### config.mk
export PLATFORM = sky130hd
export DESIGN_NAME = modarith_arbiter_flat
export DESIGN_NICKNAME = d
export VERILOG_FILES = /design/src/rtl/modarith_arbiter_pkg.sv /design/src/rtl/modarith_arbiter_if.sv /design/src/rtl/modarith_arbiter_rr_priority_pick.sv /design/src/rtl/modarith_arbiter.sv /design/src/flat_wrapper.sv
export SDC_FILE = /design/constraint.sdc
export NUM_CORES = 1
export LEC_CHECK = 0
export ABC_AREA = 1
export BUFFER_PORTS_ARGS = -buffer_cell sky130_fd_sc_hd__buf_2
export CORE_AREA = 2 2 111 113
export CTS_CLUSTER_DIAMETER = 40
export DETAILED_ROUTE_END_ITERATION = 6
export DIE_AREA = 0 0 113 115
export HOLD_SLACK_MARGIN = 0.05
export PLACE_DENSITY = 0.67
export REMOVE_ABC_BUFFERS = 1
export SLEW_MARGIN = 20
export SYNTH_ARGS = -nofsm -noshare
export SYNTH_HDL_FRONTEND = slang
export SYNTH_SLANG_ARGS = --single-unit
### constraint.sdc
create_clock -name clk -period 2.9 [get_ports clk]
set_input_delay 0.145 -clock clk [delete_from_list [all_inputs] [get_ports clk]]
set_output_delay 0.145 -clock clk [all_outputs]
set_load 0.02 [all_outputs]
### src/rtl/modarith_arbiter_pkg.sv
// Shared types and constants for the modular add/sub arbiter.
package modarith_arbiter_pkg;

  localparam int unsigned DATAWIDTH = 16;
  localparam logic [DATAWIDTH-1:0] P_MOD = 16'd65521;

  localparam logic OP_SUB = 1'b0;
  localparam logic OP_ADD = 1'b1;

  // Command latched from the winning requester and presented to the unit.
  typedef struct packed {
    logic                 op;
    logic [DATAWIDTH-1:0] a;
    logic [DATAWIDTH-1:0] b;
  } unit_cmd_t;

endpackage

### src/rtl/modarith_arbiter_if.sv
// Requester bus and arithmetic-unit handshake of the modular add/sub arbiter.
interface modarith_arbiter_if #(
  parameter int unsigned NREQ = 4
);
  import modarith_arbiter_pkg::*;

  logic [NREQ-1:0]           req;
  logic [NREQ-1:0]           req_op;
  logic [NREQ*DATAWIDTH-1:0] req_a;
  logic [NREQ*DATAWIDTH-1:0] req_b;
  logic [NREQ-1:0]           grant;
  logic [NREQ-1:0]           done;
  logic [DATAWIDTH-1:0]      result;
  logic                      err;
  logic                      busy;
  logic                      unit_enable;
  logic                      unit_op;
  logic [DATAWIDTH-1:0]      unit_a;
  logic [DATAWIDTH-1:0]      unit_b;
  logic [DATAWIDTH-1:0]      unit_result;
  logic                      unit_ready;

  modport slave (
    input  req, req_op, req_a, req_b, unit_result, unit_ready,
    output grant, done, result, err, busy, unit_enable, unit_op, unit_a, unit_b
  );

  modport master (
    output req, req_op, req_a, req_b, unit_result, unit_ready,
    input  grant, done, result, err, busy, unit_enable, unit_op, unit_a, unit_b
  );

endinterface

### src/rtl/modarith_arbiter_rr_priority_pick.sv
// Combinational round-robin picker: first set req bit after position last, wrapping.
module modarith_arbiter_rr_priority_pick #(
  parameter int unsigned NREQ = 4
) (
  input  logic [NREQ-1:0]         req,
  input  logic [$clog2(NREQ)-1:0] last,
  output logic [NREQ-1:0]         pick_c,
  output logic                    valid_c
);

  localparam int unsigned IW = $clog2(NREQ);

  logic          found;
  logic [IW-1:0] idx;

  always_comb begin
    pick_c  = '0;
    valid_c = |req;
    found   = 1'b0;
    idx     = '0;
    // Offset 1..NREQ so the previous owner is considered last.
    for (int unsigned k = 1; k <= NREQ; k++) begin
      idx = IW'((32'(last) + k) % NREQ);
      if (!found && req[idx]) begin
        pick_c[idx] = 1'b1;
        found       = 1'b1;
      end
    end
  end

endmodule

### src/rtl/modarith_arbiter.sv
// Round-robin sequencer sharing one modular add/sub unit among NREQ requesters,
// with a timeout guard against a unit that never raises ready.
module modarith_arbiter #(
  parameter int unsigned NREQ    = 4,
  parameter int unsigned TIMEOUT = 15
) (
  input  logic              clk,
  input  logic              reset,
  modarith_arbiter_if.slave bus
);
  import modarith_arbiter_pkg::*;

  localparam int unsigned IW = $clog2(NREQ);
  localparam int unsigned CW = $clog2(TIMEOUT + 1);

  typedef enum logic [2:0] {
    ST_IDLE,
    ST_ISSUE,
    ST_BLANK,
    ST_WAIT,
    ST_DONE
  } state_e;

  state_e               state_q, state_d;
  logic [NREQ-1:0]      grant_q, grant_d;
  logic [NREQ-1:0]      done_q, done_d;
  logic                 err_q, err_d;
  logic                 busy_q, busy_d;
  logic                 enable_q, enable_d;
  unit_cmd_t            cmd_q, cmd_d;
  logic [DATAWIDTH-1:0] result_q, result_d;
  logic [CW-1:0]        cnt_q, cnt_d;
  logic [IW-1:0]        last_q, last_d;

  logic [NREQ-1:0]      pick_c;
  logic                 pick_valid_c;
  unit_cmd_t            sel_cmd_c;
  logic [IW-1:0]        owner_idx_c;

  modarith_arbiter_rr_priority_pick #(.NREQ(NREQ)) u_pick (
    .req     (bus.req),
    .last    (last_q),
    .pick_c  (pick_c),
    .valid_c (pick_valid_c)
  );

  // Operand/op mux from the one-hot pick.
  always_comb begin
    sel_cmd_c = '0;
    for (int unsigned i = 0; i < NREQ; i++) begin
      if (pick_c[i]) begin
        sel_cmd_c.op = bus.req_op[i];
        sel_cmd_c.a  = bus.req_a[i*DATAWIDTH +: DATAWIDTH];
        sel_cmd_c.b  = bus.req_b[i*DATAWIDTH +: DATAWIDTH];
      end
    end
  end

  always_comb begin
    owner_idx_c = '0;
    for (int unsigned i = 0; i < NREQ; i++) begin
      if (grant_q[i]) owner_idx_c = IW'(i);
    end
  end

  always_comb begin
    state_d  = state_q;
    grant_d  = grant_q;
    done_d   = '0;
    err_d    = err_q;
    enable_d = 1'b0;
    cmd_d    = cmd_q;
    result_d = result_q;
    cnt_d    = cnt_q;
    last_d   = last_q;

    case (state_q)
      ST_IDLE: begin
        if (pick_valid_c) begin
          grant_d  = pick_c;
          cmd_d    = sel_cmd_c;
          enable_d = 1'b1;
          state_d  = ST_ISSUE;
        end
      end
      ST_ISSUE: state_d = ST_BLANK;
      // Ready left over from the previous operation may still be high here.
      ST_BLANK: begin
        cnt_d   = '0;
        state_d = ST_WAIT;
      end
      ST_WAIT: begin
        if (bus.unit_ready) begin
          result_d = bus.unit_result;
          err_d    = 1'b0;
          done_d   = grant_q;
          state_d  = ST_DONE;
        end else if (32'(cnt_q) + 32'd1 >= TIMEOUT) begin
          result_d = '0;
          err_d    = 1'b1;
          done_d   = grant_q;
          state_d  = ST_DONE;
        end else if (cnt_q != '1) begin
          cnt_d = cnt_q + 1'b1;
        end
      end
      ST_DONE: begin
        last_d  = owner_idx_c;
        grant_d = '0;
        err_d   = 1'b0;
        cnt_d   = '0;
        state_d = ST_IDLE;
      end
      default: state_d = ST_IDLE;
    endcase

    busy_d = (state_d != ST_IDLE);
  end

  always_ff @(posedge clk or posedge reset) begin
    if (reset) begin
      state_q  <= ST_IDLE;
      grant_q  <= '0;
      done_q   <= '0;
      err_q    <= 1'b0;
      busy_q   <= 1'b0;
      enable_q <= 1'b0;
      cmd_q    <= '{op: OP_SUB, a: '0, b: '0};
      result_q <= '0;
      cnt_q    <= '0;
      last_q   <= IW'(NREQ - 1);
    end else begin
      state_q  <= state_d;
      grant_q  <= grant_d;
      done_q   <= done_d;
      err_q    <= err_d;
      busy_q   <= busy_d;
      enable_q <= enable_d;
      cmd_q    <= cmd_d;
      result_q <= result_d;
      cnt_q    <= cnt_d;
      last_q   <= last_d;
    end
  end

  assign bus.grant       = grant_q;
  assign bus.done        = done_q;
  assign bus.err         = err_q;
  assign bus.busy        = busy_q;
  assign bus.result      = result_q;
  assign bus.unit_enable = enable_q;
  assign bus.unit_op     = cmd_q.op;
  assign bus.unit_a      = cmd_q.a;
  assign bus.unit_b      = cmd_q.b;

endmodule

### src/flat_wrapper.sv
// flat-port wrapper written by rule: the top's interface ports become plain ports
module modarith_arbiter_flat import modarith_arbiter_pkg::*;
#(
  parameter int unsigned NREQ    = 4,
  parameter int unsigned TIMEOUT = 15
)
  (clk, reset, bus_req, bus_req_op, bus_req_a, bus_req_b, bus_unit_result, bus_unit_ready, bus_grant, bus_done, bus_result, bus_err, bus_busy, bus_unit_enable, bus_unit_op, bus_unit_a, bus_unit_b);
  modarith_arbiter_if #(.NREQ(NREQ)) bus_i ();
  input  logic clk;
  input  logic reset;
  input wire logic [$bits(bus_i.req)-1:0] bus_req;
  input wire logic [$bits(bus_i.req_op)-1:0] bus_req_op;
  input wire logic [$bits(bus_i.req_a)-1:0] bus_req_a;
  input wire logic [$bits(bus_i.req_b)-1:0] bus_req_b;
  input wire logic [$bits(bus_i.unit_result)-1:0] bus_unit_result;
  input wire logic [$bits(bus_i.unit_ready)-1:0] bus_unit_ready;
  output wire logic [$bits(bus_i.grant)-1:0] bus_grant;
  output wire logic [$bits(bus_i.done)-1:0] bus_done;
  output wire logic [$bits(bus_i.result)-1:0] bus_result;
  output wire logic [$bits(bus_i.err)-1:0] bus_err;
  output wire logic [$bits(bus_i.busy)-1:0] bus_busy;
  output wire logic [$bits(bus_i.unit_enable)-1:0] bus_unit_enable;
  output wire logic [$bits(bus_i.unit_op)-1:0] bus_unit_op;
  output wire logic [$bits(bus_i.unit_a)-1:0] bus_unit_a;
  output wire logic [$bits(bus_i.unit_b)-1:0] bus_unit_b;
  assign bus_i.req = bus_req;
  assign bus_i.req_op = bus_req_op;
  assign bus_i.req_a = bus_req_a;
  assign bus_i.req_b = bus_req_b;
  assign bus_i.unit_result = bus_unit_result;
  assign bus_i.unit_ready = bus_unit_ready;
  assign bus_grant = bus_i.grant;
  assign bus_done = bus_i.done;
  assign bus_result = bus_i.result;
  assign bus_err = bus_i.err;
  assign bus_busy = bus_i.busy;
  assign bus_unit_enable = bus_i.unit_enable;
  assign bus_unit_op = bus_i.unit_op;
  assign bus_unit_a = bus_i.unit_a;
  assign bus_unit_b = bus_i.unit_b;
  modarith_arbiter #(.NREQ(NREQ), .TIMEOUT(TIMEOUT)) u_core (.clk(clk), .reset(reset), .bus(bus_i));
endmodule
==> results of run 1 <==
[layout make-up]
| cell class | instances | area [um^2] |
|---|---|---|
| Antenna cell | 1 | 2.50 |
| Clock buffer | 9 | 225 |
| Clock inverter | 7 | 98.8 |
| Fill cell | 1184 | 5570 |
| Inverter | 57 | 216 |
| Multi-Input combinational cell | 496 | 2420 |
| Sequential cell | 69 | 1730 |
| Tap cell | 147 | 184 |
| Timing Repair Buffer | 241 | 1360 |
[layer usage]
layer	share of wire (%)	GRT usage [%]
met1	43	28.8
met2	49	37.9
met5	0	0
met4	2.6	9.43
met3	6.3	4.90
[metrics by stage]
stage | TNS (ns) | util (%) | hold slack, ns | std cells | power (W)
3_5_place_dp | 0 | 48.5 | 0.335 | 993 | 0.00637
3_3_place_gp | 0 | 48.5 | 0.332 | 993 | 0.00634
4_1_cts | 0 | 52.7 | 0.0937 | 1026 | 0.00762
6_report | 0 | 52.8 | 0.104 | 1027 | 0.00760
5_1_grt | -0.0573 | 52.8 | 0.110 | 1026 | 0.00828
2_1_floorplan | -2.91 | - | 0.257 | 622 | 0.00483
[worst max-delay path by stage]
stage                      startpoint                   end  slack (ns)  cells past startpoint
finish               u_core.last_q[0]  u_core.bus.unit_b[4]        0.20                     13
global route         u_core.last_q[0]  u_core.bus.unit_b[0]       -0.03                     13
CTS                  u_core.last_q[0]  u_core.bus.unit_b[6]        0.11                     14
detailed placement   u_core.last_q[0]  u_core.bus.unit_b[6]        0.12                     14
global placement     u_core.last_q[0]  u_core.bus.unit_a[9]        0.18                     14
floorplan           u_core.state_q[0]  u_core.bus.unit_a[0]       -0.09                      7
[cells by family (layout without fill, tap and decap cells)]
group,count (synthesis),after routing,synth area share [%]
DFF,69,69,37.7
buffers and inverters,94,314,9.50
adders and majority gates,10,10,2.73
and+or+nand+nor,400,400,40.2
xor gates and xnor gates,2,2,0.382
other,0,1,0
AOI/OAI and AO/OA,84,84,9.47
[synth_stat cells, types with 3 or more instances]
master	number
buf_4	3
nand3_4	3
nand3_2	10
nand2_2	8
buf_6	7
nand2_4	3
buf_2	15
nand3_1	96
ha_1	10
clkbuf_1	8
inv_1	55
o21ai_0	12
buf_1	4
a21oi_1	67
nand2_1	230
dfrtp_1	67
nor2_1	42
[power groups by stage]
stage / clock network (W) / logic (W) / registers (W)
5_1_grt: 0.00127 / 0.00536 / 0.00165
3_3_place_gp: 0 / 0.00473 / 0.00161
6_report: 0.00120 / 0.00479 / 0.00160
4_1_cts: 0.00123 / 0.00479 / 0.00160
3_5_place_dp: 0 / 0.00477 / 0.00160
2_1_floorplan: 0 / 0.00281 / 0.00202
[registers in the layout, indices dropped and copies added, names as in the netlist]
| name | flops |
|---|---|
| u_core.bus.unit_b | 16 |
| u_core.state_q | 3 |
| u_core.bus.grant | 4 |
| u_core.bus.err | 1 |
| u_core.bus.result | 16 |
| u_core.last_q | 2 |
| u_core.bus.unit_a | 16 |
| u_core.cnt_q | 4 |
| u_core.bus.busy | 1 |
| u_core.bus.unit_enable | 1 |
| u_core.bus.unit_op | 1 |
| u_core.bus.done | 4 |
[worst max-delay path: cells and delay by family, from the launching register on]
kind | cells | cell delay [ns]
flip-flops | 1 | 0.64
buffers and inverters | 2 | 0.24
adder cells (fa/ha/maj) | 1 | 0.38
AND/OR/NAND/NOR | 10 | 1.32
[what timing repair did]
action | 4_1_cts | 5_1_grt
setup endpoints to repair | 0 | 33
hold buffers | 17 | 0
gates resized for setup | 0 | 3
hold endpoints to repair | 49 | 0
setup buffers | 0 | 0
==> impl_metrics.csv, run 1 <==
group,metric,value,unit
global_routing,grt_first_pass_wirelength,23.5,mm
setup_path,r2r_end,"u_core.bus.unit_b[4]",
cts,root_buffer,"clkbuf_16",
route,drt-pass1-iter-count,6,
synth,synth_seq_cells,69,
timing,relSlewSlack,48.0,%
setup_path,slowest_stage,"dfstp_2",
cts,cts_sinks,69,
timing,fmax,371,MHz
setup_path,cpPeakStageDelay,0.64,ns
cells_and_area,final_cell_mix,"nand2_1, buf_2, nand3_1",
die,num_io_pins,215,
cells_and_area,area_growth,36.1,%
setup_path,crit_chain,"inv_2, ha_1, inv_1, nand3_4, nand2_4, nand2_4, nor2_8, nand2_1, nand3b_4, nand3_1, nand2_1, nand2_1, nand2_1",
placement,placed_area,5730,um^2
cells_and_area,fin_nets,1039,
worst_hold_path,hold_depth,5,
setup_path,worstRegToRegCells,13,
synth,synth_edf_count,0,
global_routing,grt-ovfl-total,0,
cts,clk_latency,0.34,ns
timing,finalHoldViolCount,0,
run_status,status,"complete, but fails checks",
synth,synth.avg_cell_area,6.95,um^2
timing,fin_crit,2.70,ns
worst_hold_path,worstHoldEndpoint,"u_core.bus.unit_b[4]",
synth,yosysWarnings,0,
route,first_iter_violations,348,
setup_path,cp-end-kind,"flip-flop",
setup_path,cp_max_fo,34,
timing,maxSlewViolCount,0,
timing,finClkSkew,0.00723,ns
cts,clk_path_buf_depth,2,
setup_path,ff2ff_setup_slack,0.20,ns
global_routing,grt_antenna_before_repair,1,
die,die_area,13000,um^2
synth,yosysTopAreaCell,"dfrtp_1",
route,ant_nets,0,
global_routing,grtUsageTotal,22.7,%
route,dr_total_vias,5041,
pwr,peakVddDrop,0.000575,V
setup_path,critPathLaunchType,"flip-flop",
timing,setup_viol,0,
cts,cts_made_buffers,9,
timing,tightestPinTransition,0.778,ns
synth,netlist_top_cells_area,"dfrtp_1, nand2_1, nand3_1",
pwr,seqPwrFrac,21.1,%
worst_hold_path,min_from,"bus_req_b[52]",
run_status,violations,"DRC",
synth,async_reset_ff_share,100,%
timing,finalCritPeriodShare,92.9,%
synth,ys_seq_area_share,37.7,%
route,wl_per_cell,14.3,um
timing,fin_ws,0.205,ns
pwr,swShare,51.5,%
setup_path,cp_common_cell,"nand2_1",
setup_path,cp.arrival,2.93,ns
pwr,p_clk_share,15.8,%
route,wirelength,14.7,mm
pwr,power_density,1220,nW/um^2
die,initial_core_util,38.8,%
route,drc,12,
setup_path,required,3.14,ns
die,die_w,113,um
placement,pre_cts_ws,0.121,ns
worst_hold_path,hold_class,"input port to flip-flop",
cts,cts_max_level,3,
placement,place.gp.congestion,0.843,
flow_run,maxCapViolations,0,
cells_and_area,fin_area,6240,um^2
pwr,power.switching,0.00391,W
die,rows,40,
synth,synth_cell_type_count,29,
route,via_per_inst,4.91,
cts,clk_pin_slew,0.06,ns
cts,cts_tree,"yes",
setup_path,r2r_start,"u_core.last_q[0]",
timing,rsz0062_at_grt,"true",
synth,netlist.area_leader.share,36.6,%
placement,post-dp-hpwl,10.1,mm
global_routing,grt_pass1_vias,4884,
synth,ys.flop_type,"dfrtp_1",
die,die_y,115,um
global_routing,grt_max_degree,38,
placement,portBuffers,214,
setup_path,criticalPathCategory,"flip-flop to flip-flop",
cells_and_area,layout_commonest_cell,"nand2_1",
pwr,p_int,0.00368,W
synth,syn_inst,659,
synth,syn_area,4580,um^2
die,fp.coreArea,11800,um^2
cells_and_area,drive_gt1_share,31.4,%
pwr,comb_power_share,63.1,%
pwr,leakagePower,3.57,nW
Note: power is estimated with default switching activity, not from simulation.
==> run 2, diff against run 1 <==
- MAX_ROUTING_LAYER: default -> met4
- PLACE_DENSITY: 0.67 -> 0.69
- TNS_END_PERCENT: default -> 30
==> impl_metrics.csv, run 2 (synthesis results as in run 1) <==
group,metric,value,unit
run_status,status,"complete, but fails checks",
run_status,violations,"DRC",
placement,post-dp-hpwl,10.2,mm
pwr,peakVddDrop,0.000761,V
global_routing,grt-ovfl-total,0,
die,num_io_pins,215,
route,via_per_inst,4.92,
setup_path,cpPeakStageDelay,0.63,ns
setup_path,cp.arrival,2.87,ns
setup_path,slowest_stage,"dfstp_2",
die,fp.coreArea,11800,um^2
setup_path,criticalPathCategory,"flip-flop to flip-flop",
cells_and_area,antenna_cells,0,
pwr,power.switching,0.00400,W
placement,place_inst,995,
pwr,leakagePower,3.57,nW
global_routing,grtUsageTotal,22.7,%
timing,finalCritPeriodShare,91.5,%
die,die_area,13000,um^2
setup_path,critPathLaunchType,"flip-flop",
die,rows,40,
route,drc,7,
pwr,p_int,0.00380,W
flow_run,maxCapViolations,0,
setup_path,cp_common_cell,"nand2_1",
route,ant_nets,0,
cells_and_area,final_cell_mix,"nand2_1, buf_2, nand3_1",
setup_path,crit_chain,"inv_2, ha_1, inv_1, nand3_1, nand2_2, nand2_2, nor2_8, nand2_4, nand3b_4, a21oi_1, nand2_1, nand2_1, nand2_1",
cts,root_buffer,"clkbuf_16",
cells_and_area,fin_nets,1033,
cells_and_area,drive_gt1_share,32.0,%
timing,relSlewSlack,49.5,%
route,top_layer,"met4",
pwr,swShare,51.2,%
cts,cts_sinks,69,
placement,portBuffers,214,
cells_and_area,area_growth,35.3,%
cts,cts_tree,"yes",
route,drt-pass1-iter-count,7,
timing,maxSlewViolCount,0,
global_routing,grt_first_pass_wirelength,22.8,mm
route,dr_total_vias,5009,
route,first_iter_violations,306,
worst_hold_path,hold_class,"input port to flip-flop",
pwr,seqPwrFrac,20.6,%
route,wl_met3,882,um
cells_and_area,layout_commonest_cell,"nand2_1",
die,initial_core_util,38.8,%
pwr,comb_power_share,64.0,%
route,wl_met1,6.56,mm
timing,tightestPinTransition,0.756,ns
placement,place.gp.congestion,0.858,
die,die_y,115,um
global_routing,grt_antenna_before_repair,0,
timing,fmax,377,MHz
die,die_w,113,um
cells_and_area,final_cells,1019,
route,wl_per_cell,14.9,um
cts,cts_made_buffers,9,
timing,finalHoldViolCount,0,
cts,cts_max_level,3,
setup_path,required,3.12,ns
cts,clk_path_buf_depth,2,
timing,fin_crit,2.65,ns
route,wirelength,15.2,mm
cts,clk_latency,0.32,ns
timing,finClkSkew,0.00437,ns
pwr,power,0.00780,W
global_routing,grt_max_degree,39,
timing,setup_viol,0,
global_routing,grt_pass1_vias,4624,
timing,rsz0062_at_grt,"false",
cts,clk_pin_slew,0.06,ns
setup_path,cp_max_fo,17,
route,wl_met2,7.47,mm
pwr,power_density,1260,nW/um^2
pwr,p_clk_share,15.4,%
setup_path,cp-end-kind,"flip-flop",
[run 2: final cells by class]
class / instances / area (um^2)
Tap cell: 147 / 184
Timing Repair Buffer: 233 / 1270
Inverter: 57 / 216
Clock inverter: 3 / 68.8
Sequential cell: 69 / 1730
Multi-Input combinational cell: 498 / 2470
Clock buffer: 12 / 256
Fill cell: 1203 / 5610
[run 2: repair_timing]
action                                  4_1_cts  5_1_grt
resized for setup                             0        6
hold buffers                                  6        0
endpoints found under the setup margin        0       33
hold endpoints to repair                     36        0
buffers inserted                              0        1
[run 2: through the flow]
step	setup TNS (ns)	setup WS (ns)	hold slack, ns	cell area [um^2]	utilization (%)
floorplan	-2.91	-0.0880	0.257	4360	-
global placement	0	0.171	0.312	5740	48.6
detailed placement	0	0.0984	0.324	5740	48.6
CTS	0	0.0966	0.0502	6130	51.9
global route	0	0.0268	0.0690	6200	52.5
finish	0	0.247	0.0598	6200	52.5
[run 2: per-layer routing]
| metal | global-route usage (%) | vias up |
|---|---|---|
| met5 | - | - |
| met2 | 38.0 | 193 |
| met4 | 7.97 | 0 |
| met1 | 28.5 | 2262 |
| met3 | 3.00 | 25 |
| li1 | - | 2529 |
[run 2: final timing paths]
| kind | startpoint | cells after the start | slack (ns) | end |
|---|---|---|---|---|
| setup / recovery | u_core.last_q[0] | 13 | 0.25 | u_core.bus.unit_a[0] |
| hold / removal | bus_unit_result[8] | 3 | 0.06 | u_core.bus.result[8] |
| setup reg to reg | u_core.last_q[0] | 13 | 0.25 | u_core.bus.unit_a[0] |
| hold reg to reg | u_core.bus.result[3] | 2 | 0.47 | u_core.bus.result[3] |
| max in group asynchronous | reset | 4 | 1.68 | u_core.last_q[0] |
| min in group asynchronous | reset | 3 | 0.50 | u_core.bus.unit_op |
[run 2: worst max-delay path: cells and delay by family (launching register included)]
family | cells | cell delay (ns)
DFF | 1 | 0.63
and+or+nand+nor | 9 | 1.09
AOI/OAI and AO/OA | 1 | 0.21
adders and majority gates | 1 | 0.37
buffers and inverters | 2 | 0.24
[run 2: power by group through the flow]
stage	logic (W)	registers (W)	clock network [W]
final	0.00499	0.00160	0.00120
after global placement	0.00474	0.00160	0
after detailed placement	0.00478	0.00161	0
after CTS	0.00481	0.00160	0.00123
after floorplan	0.00281	0.00202	0
after global routing	0.00554	0.00165	0.00127
